`config.mk`:
```
export PLATFORM = sky130hd
export DESIGN_NAME = div_scheduler
export DESIGN_NICKNAME = d
export VERILOG_FILES = /design/src/rtl/div_scheduler.sv
export SDC_FILE = /design/constraint.sdc
export NUM_CORES = 1
export LEC_CHECK = 0
export ABC_CLOCK_PERIOD_IN_PS = 6700
export BUFFER_PORTS_ARGS = -buffer_cell sky130_fd_sc_hd__clkbuf_2
export CORE_MARGIN = 1
export CORE_UTILIZATION = 53
export CTS_CLUSTER_DIAMETER = 80
export CTS_CLUSTER_SIZE = 40
export DETAILED_ROUTE_END_ITERATION = 12
export PLACE_DENSITY = 0.82
export SYNTH_ARGS = -nofsm -noshare
export SYNTH_HDL_FRONTEND = slang
export SYNTH_SLANG_ARGS = --single-unit
```
`constraint.sdc`:
```
create_clock -name clk -period 6.7 [get_ports clk]
set_input_delay 1.675 -clock clk [delete_from_list [all_inputs] [get_ports clk]]
set_output_delay 1.675 -clock clk [all_outputs]
set_load 0.03 [all_outputs]
```
`src/rtl/div_scheduler.sv`:
```
// Two-requester front end for an external pipelined divider: round-robin issue,
// sign/zero handling around the unsigned divider, and an in-order response FIFO.
module div_scheduler #(
  parameter int unsigned WIDTH = 32,
  parameter int unsigned CYCLE = 8,
  parameter int unsigned DEPTH = 8
) (
  input  logic               clk,
  input  logic               reset,
  input  logic [1:0]         req_valid,
  output logic [1:0]         req_ready,
  input  logic [2*WIDTH-1:0] req_dividend,
  input  logic [2*WIDTH-1:0] req_divisor,
  input  logic [1:0]         req_signed,
  output logic [WIDTH-1:0]   div_dividend,
  output logic [WIDTH-1:0]   div_divisor,
  input  logic [WIDTH-1:0]   div_quotient,
  input  logic [WIDTH-1:0]   div_remainder,
  output logic               resp_valid,
  input  logic               resp_ready,
  output logic               resp_id,
  output logic [WIDTH-1:0]   resp_quotient,
  output logic [WIDTH-1:0]   resp_remainder,
  output logic               resp_dbz
);

  localparam int unsigned LAT = CYCLE - 1;
  localparam int unsigned PW  = (DEPTH > 1) ? $clog2(DEPTH) : 1;
  localparam int unsigned CW  = $clog2(DEPTH + 1);

  typedef struct packed {
    logic             vld;
    logic             id;
    logic             sgn;
    logic             a_msb;
    logic             b_msb;
    logic             dbz;
    logic [WIDTH-1:0] dividend;
  } sb_t;

  typedef struct packed {
    logic             id;
    logic             dbz;
    logic [WIDTH-1:0] q;
    logic [WIDTH-1:0] r;
  } resp_t;

  logic          last_q;
  logic [CW-1:0] credits_q, credits_d;
  sb_t           sb_q [LAT];
  sb_t           sb_in;
  sb_t           tail;
  resp_t         mem_q [DEPTH];
  resp_t         resp_in;
  resp_t         head;
  logic [PW-1:0] wr_q, rd_q;
  logic [CW-1:0] cnt_q, cnt_d;

  logic [1:0]       grant;
  logic             issue, issue_id, push, pop, sgn_sel;
  logic [WIDTH-1:0] a_sel, b_sel;

  // Tie goes to the requester that did not issue last.
  always_comb begin
    grant = '0;
    if (req_valid == 2'b11) grant = last_q ? 2'b01 : 2'b10;
    else                    grant = req_valid;
  end

  assign req_ready = (reset && credits_q != '0) ? grant : '0;
  assign issue     = |(req_valid & req_ready);
  assign issue_id  = req_ready[1];
  assign a_sel     = issue_id ? req_dividend[WIDTH +: WIDTH] : req_dividend[0 +: WIDTH];
  assign b_sel     = issue_id ? req_divisor[WIDTH +: WIDTH]  : req_divisor[0 +: WIDTH];
  assign sgn_sel   = req_signed[issue_id];

  always_comb begin
    div_dividend = '0;
    div_divisor  = '0;
    if (issue) begin
      div_dividend = (sgn_sel && a_sel[WIDTH-1]) ? -a_sel : a_sel;
      div_divisor  = (sgn_sel && b_sel[WIDTH-1]) ? -b_sel : b_sel;
    end
  end

  always_comb begin
    sb_in          = '0;
    sb_in.vld      = issue;
    sb_in.id       = issue_id;
    sb_in.sgn      = sgn_sel;
    sb_in.a_msb    = a_sel[WIDTH-1];
    sb_in.b_msb    = b_sel[WIDTH-1];
    sb_in.dbz      = (b_sel == '0);
    sb_in.dividend = a_sel;
  end

  assign tail = sb_q[LAT-1];
  assign push = tail.vld;
  assign pop  = resp_valid && resp_ready;

  always_comb begin
    resp_in     = '0;
    resp_in.id  = tail.id;
    resp_in.dbz = tail.dbz;
    if (tail.dbz) begin
      resp_in.q = '1;
      resp_in.r = tail.dividend;
    end else begin
      resp_in.q = (tail.sgn && (tail.a_msb ^ tail.b_msb)) ? -div_quotient : div_quotient;
      resp_in.r = (tail.sgn && tail.a_msb) ? -div_remainder : div_remainder;
    end
  end

  always_comb begin
    credits_d = credits_q;
    if (issue && !pop)      credits_d = credits_q - CW'(1);
    else if (pop && !issue) credits_d = credits_q + CW'(1);
  end

  always_comb begin
    cnt_d = cnt_q;
    if (push && !pop)      cnt_d = cnt_q + CW'(1);
    else if (pop && !push) cnt_d = cnt_q - CW'(1);
  end

  always_ff @(posedge clk or negedge reset) begin
    if (!reset) begin
      last_q    <= 1'b1;
      credits_q <= CW'(DEPTH);
      wr_q      <= '0;
      rd_q      <= '0;
      cnt_q     <= '0;
      for (int unsigned i = 0; i < LAT; i++) sb_q[i] <= '0;
    end else begin
      if (issue) last_q <= issue_id;
      credits_q <= credits_d;
      cnt_q     <= cnt_d;
      if (push) wr_q <= (wr_q == PW'(DEPTH - 1)) ? '0 : wr_q + PW'(1);
      if (pop)  rd_q <= (rd_q == PW'(DEPTH - 1)) ? '0 : rd_q + PW'(1);
      sb_q[0] <= sb_in;
      for (int unsigned i = 1; i < LAT; i++) sb_q[i] <= sb_q[i-1];
    end
  end

  always_ff @(posedge clk) begin
    if (push) mem_q[wr_q] <= resp_in;
  end

  assign head           = mem_q[rd_q];
  assign resp_valid     = (cnt_q != '0);
  assign resp_id        = resp_valid ? head.id  : 1'b0;
  assign resp_dbz       = resp_valid ? head.dbz : 1'b0;
  assign resp_quotient  = resp_valid ? head.q   : '0;
  assign resp_remainder = resp_valid ? head.r   : '0;

endmodule

```
* Word-level counts from Yosys, hierarchy flattened
Memory sizes are Yosys's and may differ from the RTL's.
Index checks and enable logic that the tools add are counted.
** Word-level totals
- Input bits :: 199
- Output and inout port bits :: 133
- Flip-flop bits (word level) :: 281
- Memories kept :: 1
- Memory bits (writable) :: 528
- Logic and storage cells :: 116
** Memories
- mem_q :: words 8, bits a word 66, rd ports 1, clocked after Yosys merged registers in 0, write ports 1, RTL line 53 : resp_t mem_q [DEPTH];
** Operators by class
- Equality and inequality tests :: 3
- Muxes and demuxes :: 26
- Reduce and logical (&&, ||, !) cells :: 19
- $lt $le $gt $ge :: 1
- Bitwise operators :: 2
- $add $sub $neg :: 10
** Operators by type and width (count)
- two-way mux 32 bit :: 10
- negator 32 bit :: 4
- two-way mux 64 bit :: 1
- logical NOT 32 bit :: 1
- two-way mux 4 bit :: 4
- logical AND 1 bit :: 10
- adder 4 x 1 -> 4 bit (second input constant) :: 2
- nonzero test 4 bit :: 2
- subtractor 4 x 1 -> 4 bit (second input constant) :: 2
- adder 3 x 1 -> 3 bit (second input constant) :: 2
- == test 3 bit (second input constant) :: 2
- two-way mux 1 bit :: 6
- two-way mux 2 bit :: 3
- two-way mux 3 bit :: 2
- nonzero test 2 bit :: 2
- logical NOT 1 bit :: 3
- AND 2 bit :: 1
- == test 2 bit (second input constant) :: 1
- less-than comparator 1 x 2 -> 1 bit (second input constant) :: 1
- OR reduction 2 bit :: 1
- XOR 1 bit :: 1

* Logic depth before layout (Yosys ltp)
- Depth after elaboration :: 9
- Depth in mapped cells :: 16
- Mapped depth without buffers :: 11

* Least setup slack after synthesis
Ideal clock, no wire load.
- Path kind :: input to output
- Start point :: input req_valid[0]
- End point :: output div_divisor[26]
- Required time :: 5.025 ns
- Path buffers :: 4
- Stages :: 15
- Arrival time :: 5.571 ns
- Setup slack :: -0.546 ns
- Cells stage by stage :: clkbuf_1 > a21boi_2 > nand2_2 > inv_2 > buf_4 > buf_2 > buf_1 > mux2i_1 > ha_1 > or4b_1 > a2111o_1 > a22oi_1 > o21bai_1 > or3_1 > a21oi_1
** RTL lines
- from (decl) :: RTL line 10 : input logic [1:0] req_valid,
- to (decl) :: RTL line 16 : output logic [WIDTH-1:0] div_divisor,

* Final worst setup path
- Start point :: input req_valid[1]
- End point :: output div_divisor[26]
** On the way
- Word-level cells in the longest chain between the ends :: 8
- Elaborated cells between the ends (all ways) :: 12
- Classes of those cells :: add/sub: 1; eq/ne: 1; mux: 7; bitwise: 1; reduce/logical: 2
** RTL lines
- parallel branches: the longest is 7 deep, another holds negator 32 bit
- two-way mux 32 bit (*) :: RTL line 80 : if (issue) begin
Every way passes the cells marked *. The select of a mux whose other input is x is not followed.

==> results.py <==
metrics = {
    "outcome": {
        "status": "finished, final reports clean",
    },
    "die": {
        "start_util_pct": 54.1,
        "die_area_um2": 63000,
        "fp-row-count": 90,
        "die_y_um": 251,
        "coreArea_um2": 60800,
        "io_pins": 332,
        "die_w_um": 251,
    },
    "critical_path": {
        "required_ns": 5.03,
        "worst_path_dominant_cell_family": "compound AO/OA/AOI/OAI gates",
        "reg2reg_to": "sb_q[260]$_DFF_PN0_",
        "crit_path_end_kind": "output pin",
        "worst-path-buf-inv": 3,
        "r2r_start": "credits_q[0]$_DFFE_PN0P_",
        "max_stage_delay_ns": 0.52,
        "startpoint_type": "input port",
        "ff2ff_setup_slack_ns": 3.01,
        "cp_slowest_cell": "or4b_1",
        "crit_chain": "clkbuf_2 > a21boi_4 > nand2_2 > inv_2 > mux2i_1 > ha_1 > or4b_1 > a2111o_1 > a22oi_1 > o21bai_2 > or3_1 > a21oi_4 > buf_2",
        "critPathMaxFanout": 5,
        "cp-startpoint": "req_valid[1]",
        "arrival_ns": 4.92,
        "reg2regPathDepth": 10,
        "crit_type": "in2out",
    },
    "min_path": {
        "hp-class": "reg2reg",
        "hp-start": "sb_q[188]$_DFF_PN0_",
        "whs_path_depth": 0,
        "hold_end": "sb_q[150]$_DFF_PN0_",
    },
    "routing": {
        "avgRoutedWirePerCell_um": 26.0,
        "drc": 0,
        "vias_per_cell": 6.14,
        "drt_wl_total_mm": 84.1,
        "top_layer_used": "met5",
        "met1Wirelength_mm": 32.4,
        "drt_first_pass_iters": 7,
        "wl_met3_mm": 7.25,
        "via_count": 19900,
        "met2_length_mm": 42.2,
        "detail-route-antenna-nets": 0,
        "drt_iter0_drc": 1798,
    },
    "power_and_ir_drop": {
        "p_leak_nw": 13.3,
        "irDropWorstVdd_mv": 0.218,
        "p_sw_mw": 1.91,
        "p_comb_share_pct": 5.8,
        "power_frac_clock_pct": 30.2,
        "cellPowerDensity_nw_per_um2": 230,
        "p_int_mw": 6.59,
        "pwr-share-seq_pct": 64.0,
        "p_sw_share_pct": 22.5,
    },
    "layout": {
        "drive_above_1_share_pct": 26.6,
        "final_nets": 2645,
        "area_growth_pct": 12.2,
        "fin_cells": 3240,
        "final_cell_mix": "528 x edfxtp_1, 329 x clkbuf_2, 268 x dfrtp_1",
        "final_common_cell": "edfxtp_1",
        "stdcell_area_um2": 36900,
        "fill_cells": 4527,
    },
    "timing": {
        "finalHoldViolCount": 0,
        "period_needed_ns": 6.59,
        "tns_ns": 0,
        "period_share_pct": 98.4,
        "setup_ws_ns": 0.108,
        "finClkSkew_ns": 0.0528,
        "clock.fmax_ghz": 0.152,
        "holdWs_ns": 0.310,
        "setup_viol": 0,
        "tightest_slew_ns": 1.32,
        "grt_setup_unrepaired": "false",
        "drv_slew": 0,
        "slew_headroom_pct": 10.9,
    },
    "clocking": {
        "cts.sinks": 802,
        "clk_pin_slew_ns": 0.12,
        "ctsHtreeMaxLevel": 1,
        "cts-root-buf": "clkbuf_16",
        "hold_buffers": 0,
        "post_cts_resized": 0,
        "cts_tree": "built",
        "clock_path_buffers": 3,
        "post_cts_buffers": 0,
        "numCtsBuffers": 30,
        "clock_latency_ns": 0.64,
    },
    "yosys": {
        "syn-instance-count": 2117,
        "synthesis.area_um2": 32900,
        "synth-edff-count": 528,
        "synth_top_area_share_pct": 48.2,
        "synth_nets": 2331,
        "ys_seq_elements": 802,
        "yosysSeqAreaShare_pct": 69.1,
        "synth-main-ff-cell": "edfxtp_1",
        "synth.distinct_cells": 83,
        "async_flop_share_pct": 34.2,
        "ys_warn_count": 0,
        "synth_top_area_cell": "edfxtp_1",
        "syn_area_per_cell_um2": 15.5,
        "ys_top_cells_by_area": "edfxtp_1 48%, dfrtp_1 21%, mux4_2 9.0%, mux2i_1 2.5%, nand2_1 2.0%",
    },
    "placement": {
        "dp_hpwl_mm": 55.2,
        "port_buffers": 331,
        "gp_congestion": 0.956,
        "dpl_cell_area_um2": 35700,
        "pre_cts_ws_ns": 0.0605,
        "dp.cells": 3181,
    },
    "global_route": {
        "globalRouteOverflowTotal": 0,
        "grt_max_degree": 81,
        "track_usage_pct": 26.8,
        "grt_pass1_vias": 20753,
        "grt_pass1_wl_mm": 126,
        "antenna_found_initial": 12,
    },
    "run": {
        "drv_cap": 0,
    },
}
-- routing by layer --
layer,vias up,GRT usage (%)
met5,-,0
met4,18,7.35
met3,145,4.89
met2,1025,45.7
met1,10038,35.5
li1,8674,-
-- cells by family after synthesis --
group,Yosys count,synth area share [%]
flops,802,69.1
simple gates,541,7.82
compound gates,276,5.55
mux,233,12.2
buf+inv,130,1.59
xor+xnor,120,3.20
fa+ha+maj,15,0.594
-- worst max-delay path by stage --
stage	endpoint	depth (start not counted)
floorplan	div_divisor[26]	15
global placement	div_divisor[26]	13
detailed placement	div_dividend[16]	14
CTS	div_dividend[16]	14
global route	div_divisor[26]	13
finish	div_divisor[26]	13
-- cells in the mapped netlist, types with 10 or more instances --
cell type	n
nor3_1	47
nor4_1	35
o31ai_1	17
mux2_2	18
buf_2	18
edfxtp_1	528
a211oi_1	10
o21ai_0	67
xnor2_1	66
nand2b_1	10
o21ai_1	10
inv_1	25
dfrtp_1	272
nand4_1	13
a21oi_1	56
or3_1	19
mux4_2	132
nand2_1	173
a31oi_1	15
nor2_1	154
ha_1	14
xor2_1	54
nand3_1	22
mux2i_1	83
buf_1	22
clkbuf_1	60
o22ai_1	22
or4_1	15
-- sequential cells by signal, summed over array words and instances (netlist names) --
name       flops
resp_in        2
cnt_q          4
mem_q        528
push           1
rd_q           3
sb_q         256
credits_q      4
wr_q           3
last_q         1
-- power groups by stage --
| stage | Clock [mW] | Combinational, mW | Sequential, mW |
|---|---|---|---|
| floorplan | 0 | 0.232 | 5.54 |
| finish | 2.56 | 0.493 | 5.44 |
| detailed placement | 0 | 0.481 | 5.55 |
| CTS | 2.61 | 0.486 | 5.44 |
| global route | 2.76 | 0.534 | 5.45 |
| global placement | 0 | 0.466 | 5.54 |
-- cell type report --
| type | count | area [um2] | share of cell area (%) |
|---|---|---|---|
| sequential | 802 | 22700 | 61.6 |
| multi-input combinational | 1185 | 9850 | 26.7 |
| clock buffer | 33 | 772 | 2.09 |
| antenna | 3 | 7.51 | 0.0203 |
| inverter | 27 | 101 | 0.275 |
| timing repair buffer | 385 | 2100 | 5.69 |
| tap | 782 | 978 | 2.65 |
| clock inverter | 23 | 370 | 1.00 |
-- metrics by stage --
step	power [mW]	util, %
2_1_floorplan	5.77	-
3_3_place_gp	6.01	58.8
3_5_place_dp	6.03	58.8
4_1_cts	8.54	60.6
5_1_grt	8.75	60.7
6_report	8.50	60.7
No activity file was read; power rests on OpenSTA's default activity.
